[src/rtl/key_conditioner_pkg.sv]
// Shared widths and project-wide defaults for the key input front end.
// Widths used by every file of the key conditioner slice live here.
package key_conditioner_pkg;

  localparam int NOTE_KEY_BITS   = 7;
  localparam int LENGTH_KEY_BITS = 3;
  localparam int NOTE_BITS       = 3;
  localparam int CLOCK_BITS      = 32;

  // 20 ms at 100 MHz; counter width must hold DEBOUNCE_CYCLES-1.
  localparam int KEY_DEBOUNCE_CYCLES = 2000000;
  localparam int KEY_CNT_W           = 21;

  localparam int KEY_REPEAT_DELAY  = 50000000;
  localparam int KEY_REPEAT_PERIOD = 10000000;

  // Control keys carried after the note and length bits in the key vector.
  localparam int CTL_KEY_BITS = 3;
  localparam int KEY_BITS     = NOTE_KEY_BITS + LENGTH_KEY_BITS + CTL_KEY_BITS;

  typedef enum logic [1:0] {
    CTL_OCT_UP   = 2'd0,
    CTL_OCT_DOWN = 2'd1,
    CTL_HIT      = 2'd2
  } ctl_key_e;

endpackage

[src/rtl/key_debounce.sv]
// Single-bit two-flop synchroniser followed by a hold-time debounce counter.
module key_debounce
  import key_conditioner_pkg::*;
#(
  parameter int DEBOUNCE_CYCLES = KEY_DEBOUNCE_CYCLES,
  parameter int CNT_W           = KEY_CNT_W
) (
  input  logic clk,
  input  logic rst_n,
  input  logic raw,
  output logic stable
);

  localparam logic [CNT_W-1:0] CNT_LAST = CNT_W'(DEBOUNCE_CYCLES - 1);

  if ((64'd1 << CNT_W) <= 64'(DEBOUNCE_CYCLES)) begin : g_cnt_w_check
    $error("key_debounce: CNT_W too narrow for DEBOUNCE_CYCLES");
  end

  logic             sync_q1;
  logic             sync_q2;
  logic [CNT_W-1:0] cnt;

  always_ff @(posedge clk or negedge rst_n) begin
    if (!rst_n) begin
      sync_q1 <= 1'b0;
      sync_q2 <= 1'b0;
      cnt     <= '0;
      stable  <= 1'b0;
    end else begin
      sync_q1 <= raw;
      sync_q2 <= sync_q1;
      // Any sample matching the current level restarts the hold window.
      if (sync_q2 == stable) begin
        cnt <= '0;
      end else if (cnt == CNT_LAST) begin
        stable <= sync_q2;
        cnt    <= '0;
      end else begin
        cnt <= cnt + 1'b1;
      end
    end
  end

endmodule

[src/rtl/key_conditioner.sv]
// Debounced key levels, edge pulses and a timestamped note-press event queue of depth one.
// Optional auto-repeat on the octave keys is enabled by defining KEY_AUTOREPEAT_EN.
module key_conditioner
  import key_conditioner_pkg::*;
#(
  parameter int DEBOUNCE_CYCLES = KEY_DEBOUNCE_CYCLES,
  parameter int CNT_W           = KEY_CNT_W,
  parameter int REPEAT_DELAY    = KEY_REPEAT_DELAY,
  parameter int REPEAT_PERIOD   = KEY_REPEAT_PERIOD
) (
  input  logic                       clk,
  input  logic                       rst_n,
  input  logic [NOTE_KEY_BITS-1:0]   raw_note,
  input  logic [LENGTH_KEY_BITS-1:0] raw_length,
  input  logic                       raw_oct_up,
  input  logic                       raw_oct_down,
  input  logic                       raw_hit,
  input  logic [CLOCK_BITS-1:0]      system_clock,
  output logic [NOTE_KEY_BITS-1:0]   note_key,
  output logic [LENGTH_KEY_BITS-1:0] length_key,
  output logic                       oct_up,
  output logic                       oct_down,
  output logic                       en_hit,
  output logic                       ev_valid,
  input  logic                       ev_ready,
  output logic [NOTE_BITS-1:0]       ev_note,
  output logic [CLOCK_BITS-1:0]      ev_clock,
  output logic                       ev_overflow
);

  if (REPEAT_DELAY < 1 || REPEAT_PERIOD < 1) begin : g_repeat_check
    $error("key_conditioner: repeat timing parameters must be positive");
  end

  logic [KEY_BITS-1:0]      raw_all;
  logic [KEY_BITS-1:0]      stable_all;
  logic [NOTE_KEY_BITS-1:0] note_stable;
  logic [NOTE_KEY_BITS-1:0] note_d;
  logic [NOTE_KEY_BITS-1:0] note_rise;
  logic [CTL_KEY_BITS-1:0]  ctl_stable;
  logic [CTL_KEY_BITS-1:0]  ctl_d;
  logic [CTL_KEY_BITS-1:0]  ctl_rise;
  logic [NOTE_BITS-1:0]     new_note;
  logic                     press;

  assign raw_all = {raw_hit, raw_oct_down, raw_oct_up, raw_length, raw_note};

  for (genvar i = 0; i < KEY_BITS; i++) begin : g_key
    key_debounce #(
      .DEBOUNCE_CYCLES (DEBOUNCE_CYCLES),
      .CNT_W           (CNT_W)
    ) u_debounce (
      .clk    (clk),
      .rst_n  (rst_n),
      .raw    (raw_all[i]),
      .stable (stable_all[i])
    );
  end

  assign note_stable = stable_all[NOTE_KEY_BITS-1:0];
  assign length_key  = stable_all[NOTE_KEY_BITS +: LENGTH_KEY_BITS];
  assign ctl_stable  = stable_all[KEY_BITS-1 -: CTL_KEY_BITS];
  assign note_key    = note_stable;

  always_ff @(posedge clk or negedge rst_n) begin
    if (!rst_n) begin
      note_d <= '0;
      ctl_d  <= '0;
    end else begin
      note_d <= note_stable;
      ctl_d  <= ctl_stable;
    end
  end

  assign note_rise = note_stable & ~note_d;
  assign ctl_rise  = ctl_stable & ~ctl_d;
  assign press     = |note_rise;

`ifdef KEY_AUTOREPEAT_EN
  localparam int REP_W = CNT_W + 6;

  logic [1:0][REP_W-1:0] rep_cnt;
  logic [1:0]            rep_fire;

  // Down-counter reloads with the initial delay while released, then the period after each fire.
  always_ff @(posedge clk or negedge rst_n) begin
    if (!rst_n) begin
      rep_cnt <= '0;
    end else begin
      for (int k = 0; k < 2; k++) begin
        if (!ctl_stable[k]) begin
          rep_cnt[k] <= REP_W'(REPEAT_DELAY - 1);
        end else if (rep_cnt[k] == '0) begin
          rep_cnt[k] <= REP_W'(REPEAT_PERIOD - 1);
        end else begin
          rep_cnt[k] <= rep_cnt[k] - 1'b1;
        end
      end
    end
  end

  always_comb begin
    rep_fire = '0;
    for (int k = 0; k < 2; k++) begin
      rep_fire[k] = ctl_stable[k] && (rep_cnt[k] == '0);
    end
  end

  assign oct_up   = ctl_rise[CTL_OCT_UP] | rep_fire[CTL_OCT_UP];
  assign oct_down = ctl_rise[CTL_OCT_DOWN] | rep_fire[CTL_OCT_DOWN];
`else
  assign oct_up   = ctl_rise[CTL_OCT_UP];
  assign oct_down = ctl_rise[CTL_OCT_DOWN];
`endif

  assign en_hit = ctl_rise[CTL_HIT];

  // Lowest index wins among simultaneous rises; the rest are silently dropped.
  always_comb begin
    new_note = '0;
    for (int i = NOTE_KEY_BITS - 1; i >= 0; i--) begin
      if (note_rise[i]) new_note = NOTE_BITS'(i + 1);
    end
  end

  always_ff @(posedge clk or negedge rst_n) begin
    if (!rst_n) begin
      ev_valid    <= 1'b0;
      ev_note     <= '0;
      ev_clock    <= '0;
      ev_overflow <= 1'b0;
    end else if (press && (!ev_valid || ev_ready)) begin
      ev_valid <= 1'b1;
      ev_note  <= new_note;
      ev_clock <= system_clock;
    end else if (press) begin
      ev_overflow <= 1'b1;
    end else if (ev_ready) begin
      ev_valid <= 1'b0;
    end
  end

endmodule

[config.mk]
export PLATFORM = sky130hd
export DESIGN_NAME = key_conditioner
export DESIGN_NICKNAME = d
export VERILOG_FILES = /design/src/rtl/key_conditioner_pkg.sv /design/src/rtl/key_debounce.sv /design/src/rtl/key_conditioner.sv
export SDC_FILE = /design/constraint.sdc
export NUM_CORES = 1
export LEC_CHECK = 0
export ABC_AREA = 1
export BUFFER_PORTS_ARGS = -buffer_cell sky130_fd_sc_hd__buf_2
export CAP_MARGIN = 20
export CORE_MARGIN = 2
export CORE_UTILIZATION = 64
export CTS_BUF_LIST = sky130_fd_sc_hd__clkbuf_8
export CTS_CLUSTER_DIAMETER = 60
export CTS_CLUSTER_SIZE = 25
export DETAILED_ROUTE_END_ITERATION = 8
export HOLD_SLACK_MARGIN = 0.08
export PLACE_DENSITY = 0.86
export SKIP_CTS_REPAIR_TIMING = 1
export SLEW_MARGIN = 15
export SYNTH_ARGS = -nofsm -noshare
export SYNTH_HDL_FRONTEND = slang
export SYNTH_SLANG_ARGS = --single-unit
[constraint.sdc]
create_clock -name clk -period 1.8 [get_ports clk]
set_clock_uncertainty 0.15 [all_clocks]
set_input_delay 0.36 -clock clk [delete_from_list [all_inputs] [get_ports clk]]
set_output_delay 0.36 -clock clk [all_outputs]
set_load 0.005 [all_outputs]
# --- Word level (Yosys, flattened, before mapping) ---
# Index checks and enable logic that the tools add are counted.
classes:
  n_addsub: 13
  eq_ne: 27
  n_mux: 36
  bitwise: 18
  reduce_logical: 20
op_table:
  columns: ["op", "n"]
  rows:
  - ["$mux W21", 26]
  - ["$add A21 B1 Y21 const B", 13]
  - ["$eq A21 B21 Y1 const B", 13]
  - ["$reduce_and A2 Y1", 15]
  - ["$mux W3", 7]
  - ["$not A1 Y1", 14]
  - ["$eq A1 B1 Y1", 13]
  - ["$and A7 B7 Y7", 1]
  - ["$not A7 Y7", 1]
  - ["$reduce_or A7 Y1", 1]
  - ["$and A3 B3 Y3", 1]
  - ["$mux W1", 3]
  - ["$not A3 Y3", 1]
  - ["$ne A2 B1 Y1 const B", 1]
  - ["$reduce_bool A2 Y1", 1]
  - ["$logic_and A1 B1 Y1", 1]
  - ["$logic_not A1 Y1", 1]
  - ["$logic_or A1 B1 Y1", 1]
totals:
  reg_bits: 359
  input_bits: 48
  output_inout_bits: 50

# --- Depth between registers and ports, before layout ---
# Gate-level depths: netlist (run 1).
logic_depth:
  depth_word: 9
  mapped_depth: 10
  depth_no_buf: 10

# --- Modules after synthesis ---
# From an unflattened synthesis (run 1), not the netlist that was laid out.
hier_totals:
  cells_unflattened: 2412
  area_unflattened_um2: 19394.9
modules_own_cells:
  columns: ["module", "instances", "cells_per_inst", "area_per_inst_um2"]
  rows:
  - ["key_debounce at g_key[0].u_debounce ...", 12, 170, 1350.0]
  - ["key_conditioner", 1, 200, 1888.1]
  - ["key_debounce at g_key[2].u_debounce", 1, 172, 1306.3]

# --- Least setup slack after synthesis (run 1) ---
# No wires, ideal clock.
synth_timing:
  path_type: "reg-to-reg"
  startpoint: "register g_key[5].u_debounce.cnt[0]"
  endpoint: "register g_key[5].u_debounce.cnt[7]"
  setup_ns: 0.071
  arrival_ns: 1.318
  required_ns: 1.579
  slack_ns: 0.261
  stages_incl_launch_ff: 11
  path_buffers: 0
  synth_period_minus_slack_ns: 1.539
  path_cell_list: "dfrtp_1 > ha_1 > nand2_1 > inv_1 > nand2_1 > nor2_2 > nand3_1 > nand2_2 > inv_2 > nand2_1 > nor2_1"
synth_between:
  elab_chain_cells: 3
synth_rtl:
  columns: ["item", "line", "text"]
  rows:
  - ["start, declared", "key_debounce.sv:22", "logic [CNT_W-1:0] cnt;"]
  - ["start signal, assigned", "key_debounce.sv:40", "cnt <= cnt + 1'b1;"]
  - ["$add A21 B1 Y21 or $eq A21 B21 Y1 (tied branches)", "key_debounce.sv:40, key_debounce.sv:36", null]
  - ["$mux W21 (*)", "key_debounce.sv:36", "end else if (cnt == CNT_LAST) begin"]
  - ["$mux W21 (*)", "key_debounce.sv:34", "if (sync_q2 == stable) begin"]
# Mark *: on every way between the ends. The rest lies on a longest branch, timed or not.
# A chain may end at the register's enable or synchronous reset.

# --- Worst setup path in the final report (run 1) ---
layout_timing:
  startpoint: "register g_key[4].u_debounce.stable"
  endpoint: "output port note_key[4]"
layout_rtl:
  columns: ["item", "line", "text"]
  rows:
  - ["start, declared", "key_debounce.sv:11", "output logic stable"]
  - ["start signal, assigned", "key_debounce.sv:37", "stable <= sync_q2;"]
  - ["end, declared", "key_conditioner.sv:19", "output logic [NOTE_KEY_BITS-1:0] note_key,"]
# No word-level cell between the ends.

==> run metrics, run 1 <==
layout cells sized above 1 15.7%; clock root cell clkbuf_8; crit end category primary output; Worst Path Required 1.29 ns; gr ovfl total 0; Seq/Total Area, Yosys 48.6%; Initial Utilization 64.7%; Final Cell Area 21200 µm²; worst hold path type in2async; area grow syn2layout 14.8%; Lkg Pwr 9.92 nW; syn nets 2421; first-pass GRT wire length 65.8 mm; die area 30200 µm²; Pwr Density 680 nW/µm²; prevailing post-synth register cell dfrtp_1; peak supply drop 0.000596 V; status finished clean; Cells after DPL 2854; dominant cell by count in the synthesized netlist nand2_1; clk buf depth 3; count of input and output buffers 97; #FFs+latches synth 359; Detail Placement HPWL 28.0 mm; Synth top area share 48.6%; Yosys cell types 37; mapped cell area 18500 µm²; antenna cells 0; FMAX 0.563 GHz; DR vias 15700; setup total negative slack 0 ns; nets 2635; DRT Pass-1 Iters 5; TritonCTS Buffers 34; total wire length 41.3 mm; hold slack 0.0864 ns; die width 174 µm; crit path max fanout 3; Commonest cells post-synth nand2_1, nor2_1, dfrtp_1; Post-DP Area 19700 µm²; final RePlAce weighted congestion 0.933; row cnt 62; initial antenna violation count 0; drt first-iter violations 1212; fin crit share 98.7%; clk sinks 359; Synth warnings 0; Mapped Cells 2360; leading area contributor after synthesis dfrtp_1; Clock transition at path regs 0.13 ns; final slew viol count 0; largest net degree at the start of global routing 70; final setup vio count 0; RR Startpoint g_key[4].u_debounce.cnt[0]; Async S/R FF share, synth 100%; antenna-violating nets left 0; maxcap violations 0; slew margin rel. 73.6%; Arr. time, crit path 1.27 ns; Core Area 28500 µm²; Syn Area/Cell 7.83 µm²; R2R Setup Slk 0.03 ns; residual DRC count 0; TritonCTS clock tree done; Worst-Margin Slew 0.396 ns; EDFF count, synth 0; WL per Instance 13.9 µm; post-layout minimum cycle time 1.78 ns; Critical path origin g_key[4].u_debounce.stable; Hold Vio Cnt, Final 0; Finished Layout Cells 2983; Worst Reg-to-Reg Cells 10; Ports 98; startpoint class of the critical path register; clk_lat worst skew 0.58 ns; GR Util All Layers 25.6%; number of global-route vias before repair 14600; Vias/cell 5.27; largest cells by area after synthesis dfrtp_1, nand2_1, nor2_1; die height 174 µm; CTS H-tree lvls 2; worst setup path class reg2out; reg-to-reg critical path endpoint g_key[4].u_debounce.cnt[15]
worst max-delay path by stage:
stage / end / slack [ns] / cells after the start
6_report: note_key[4] / 0.02 / 2
5_1_grt: g_key[11].u_debounce.cnt[18] / -0.07 / 10
4_1_cts: oct_up / -0.005 / 3
3_5_place_dp: g_key[5].u_debounce.cnt[17] / 0.008 / 10
3_3_place_gp: g_key[5].u_debounce.cnt[19] / 0.14 / 10
2_1_floorplan: g_key[5].u_debounce.cnt[7] / 0.26 / 10
layout make-up:
cell class / count / area [µm²]
Clock buffer: 38 / 523
Tap cell: 384 / 480
Fill cell: 2022 / 7320
Timing Repair Buffer: 196 / 1490
Clock inverter: 23 / 249
Multi-Input combinational cell: 1731 / 8520
Inverter: 251 / 962
Sequential cell: 359 / 8990
Timing Repair inverter: 1 / 8.76
stage by stage:
step / power [W] / setup WS [ns] / util [%]
after floorplan: 0.00862 / 0.261 / -
after global placement: 0.00896 / 0.137 / 68.8
after detailed placement: 0.00899 / 0.00795 / 68.8
after CTS: 0.0144 / -0.00518 / 71.6
after global routing: 0.0150 / -0.0743 / 74.3
final: 0.0144 / 0.0235 / 74.3
power breakdown:
part           total, W  internal [W]  switching [W]  leakage [nW]
clock           0.00547       0.00221        0.00326         0.393
sequential      0.00824       0.00816      0.0000828          4.92
combinational  0.000710      0.000290       0.000420          4.61
total            0.0144        0.0107        0.00377          9.92
flip-flops by register name, summed over array words and instances (netlist names):
signal                    count
ev_clock                     32
ev_valid                      1
g_key.u_debounce.sync_q1     13
ev_overflow                   1
g_key.u_debounce.stable      13
g_key.u_debounce.sync_q2     13
ctl_d                         3
g_key.u_debounce.cnt        273
ev_note                       3
note_d                        7
cell families (layout without fill, tap and decap cells):
group	count (synthesis)	in the layout	share of synthesized area (%)
AOI/OAI and AO/OA	94	94	2.64
xor gates and xnor gates	114	114	5.85
adders and majority gates	13	13	0.880
buffers and inverters	271	509	5.92
DFF	359	359	48.6
and+or+nand+nor	1509	1510	36.1
worst max-delay path, cell delays in order, from the launching register on:
cell     delay, ns
dfrtp_1       0.43
buf_6         0.13
buf_2         0.12
cells in the final DEF (no fill, tap or decap), types with 2 or more instances in the layout:
master         synthesis  final
clkinv_8               0      5
clkinvlp_4             0      3
nor3b_1                6      6
nand4_1               26     26
nand2_1              611    606
xnor2_2               11     11
nand2_4               12     15
dlygate4sd3_1          0     47
buf_12                 0      9
nor2_1               529    526
clkbuf_8               0     38
nor3_2                 5      4
ha_1                  13     11
xor2_1                71     71
inv_12                 0      2
nor3_4                 1      2
nand3_2               14     21
nand2_2               32     33
inv_16                 0      2
buf_6                  3      5
inv_2                 26     25
inv_4                  1      3
nor2_2                46     47
buf_2                  3     95
inv_1                224    225
o21ai_0               35     35
xnor2_1               32     32
o21bai_1               2      2
dfrtp_2                0      3
nor2_4                27     29
buf_4                 13     39
nand3_1              131    125
a21oi_1               52     52
inv_6                  0      7
nand3b_1              11     11
nor3_1                55     55
dfrtp_1              359    356
per-layer routing:
layer	up-vias	wire length [µm]	GRT usage, %
li1	7737	-	-
met4	0	1400	9.10
met3	117	1950	3.35
met5	-	0	0
met2	444	20300	43.1
met1	7415	17700	34.4
Note: power is estimated with default switching activity, not from simulation.
==> run 2: changes to the inputs <==
CORE_UTILIZATION = 35   (was 64)
PLACE_DENSITY = 0.54   (was 0.86)
==> run metrics, run 2 (synthesis results as in run 1) <==
Pwr Density 675 nW/µm²; Reg with most FFs g_key.u_debounce.cnt; Worst Path Required 1.29 ns; setup slack after layout 0.00268 ns; DRT Pass-1 Iters 7; clk buf depth 3; Largest regs g_key.u_debounce.cnt: 273 flops, ev_clock: 32 flops; multi-input logic area 8480 µm²; antenna-violating nets left 0; clk sinks 359; clk_lat worst skew 0.62 ns; Ports 98; Arr. time, crit path 1.29 ns; initial antenna violation count 1; worst setup path class reg2out; Detail Placement HPWL 28.9 mm; peak supply drop 0.000451 V; dpl ws 0.0862 ns; total wire length 40.1 mm; Clock transition at path regs 0.11 ns; layout cells sized above 1 15.7%; fin crit share 99.9%; final RePlAce weighted congestion 0.866; residual DRC count 0; nets 2641; CTS H-tree lvls 2; drt first-iter violations 749; Final Util 41.4%; DR vias 14900; clock root cell clkbuf_8; crit end category primary output; Cells after DPL 3169; slew margin rel. 73.7%; die area 54700 µm²; first-pass GRT wire length 68.3 mm; Worst-Margin Slew 0.395 ns; max reg flops 273; Core Area 52300 µm²; most frequent cells in the layout nand2_1, nor2_1, dfrtp_1; Lkg Pwr 9.97 nW; RSZ-0062 raised after global routing true; TritonCTS clock tree done; Finished Layout Cells 3293; Critical path origin g_key[6].u_debounce.stable; GR Util All Layers 15.0%; hold slack 0.209 ns; fill count 5268; row cnt 84; final setup vio count 0; worst hold path type reg2reg; WL per Instance 12.2 µm; gr ovfl total 0; post-layout minimum cycle time 1.80 ns; Vias/cell 4.54; startpoint class of the critical path register; area grow syn2layout 17.4%; status finished clean; number of global-route vias before repair 14400; die height 234 µm; largest net degree at the start of global routing 67; final slew viol count 0; Hold Vio Cnt, Final 0; RR Startpoint g_key[5].u_debounce.stable; crit path max fanout 4; commonest non-fill, non-tap cell in the layout nand2_1; Storage cell area 8990 µm²; die width 234 µm; FMAX 0.556 GHz; count of input and output buffers 97; Hold Path Origin g_key[5].u_debounce.sync_q1; TritonCTS Buffers 35; maxcap violations 0; Initial Utilization 35.3%
-- run 2: cell types whose count changed in the layout (fill, tap and decap cells not counted), moves of 3 or more --
cell	change
buf_2	-6
buf_6	+9
clkinv_4	+3
inv_8	+4
nand2_1	+3
-- run 2: critical path, cell delays in order (launching register included) --
cell     delay, ns
dfrtp_1       0.41
buf_6         0.14
buf_6         0.11
-- run 2: metal layers --
metal / share of wire, % / vias to the layer above / GRT usage (%)
li1: - / 7746 / -
met1: 48 / 6934 / 20.1
met2: 46 / 215 / 24.7
met3: 4.1 / 52 / 2.99
met4: 1.8 / 0 / 3.78
met5: 0 / - / 0
-- run 2: final cells by class --
type | instances | share of cell area, %
diodes | 1 | 0.0115
clock buffers | 39 | 2.47
clock inverters | 22 | 1.19
inverters | 251 | 4.39
multi-input cells | 1730 | 39.1
flip-flops and latches | 359 | 41.4
well taps | 688 | 3.97
repair buffers | 203 | 7.41
-- run 2: path summary, 6_finish.rpt --
kind | slack (ns) | end | cells past startpoint
worst min register to register | 0.21 | g_key[5].u_debounce.sync_q2 | 0
min in group asynchronous | 0.59 | g_key[8].u_debounce.stable | 3
worst max-delay path | 0.003 | note_key[6] | 2
worst min-delay path | 0.21 | g_key[5].u_debounce.sync_q2 | 0
max in group asynchronous | 0.22 | g_key[4].u_debounce.cnt[6] | 4
worst max register to register | 0.13 | ev_clock[24] | 9
-- run 2: per-stage QoR --
stage | setup TNS [ns] | power [W] | area [µm²]
6_report | 0 | 0.0146 | 21700
5_1_grt | -0.653 | 0.0154 | 21700
4_1_cts | -0.877 | 0.0149 | 20900
3_5_place_dp | 0 | 0.00903 | 20100
3_3_place_gp | 0 | 0.00901 | 20100
2_1_floorplan | 0 | 0.00862 | 18500
-- run 2: power by group --
| group | switching (W) | internal [W] | total [W] |
|---|---|---|---|
| Sequential | 0.0000740 | 0.00816 | 0.00823 |
| Clock | 0.00322 | 0.00247 | 0.00569 |
| Combinational | 0.000415 | 0.000292 | 0.000707 |
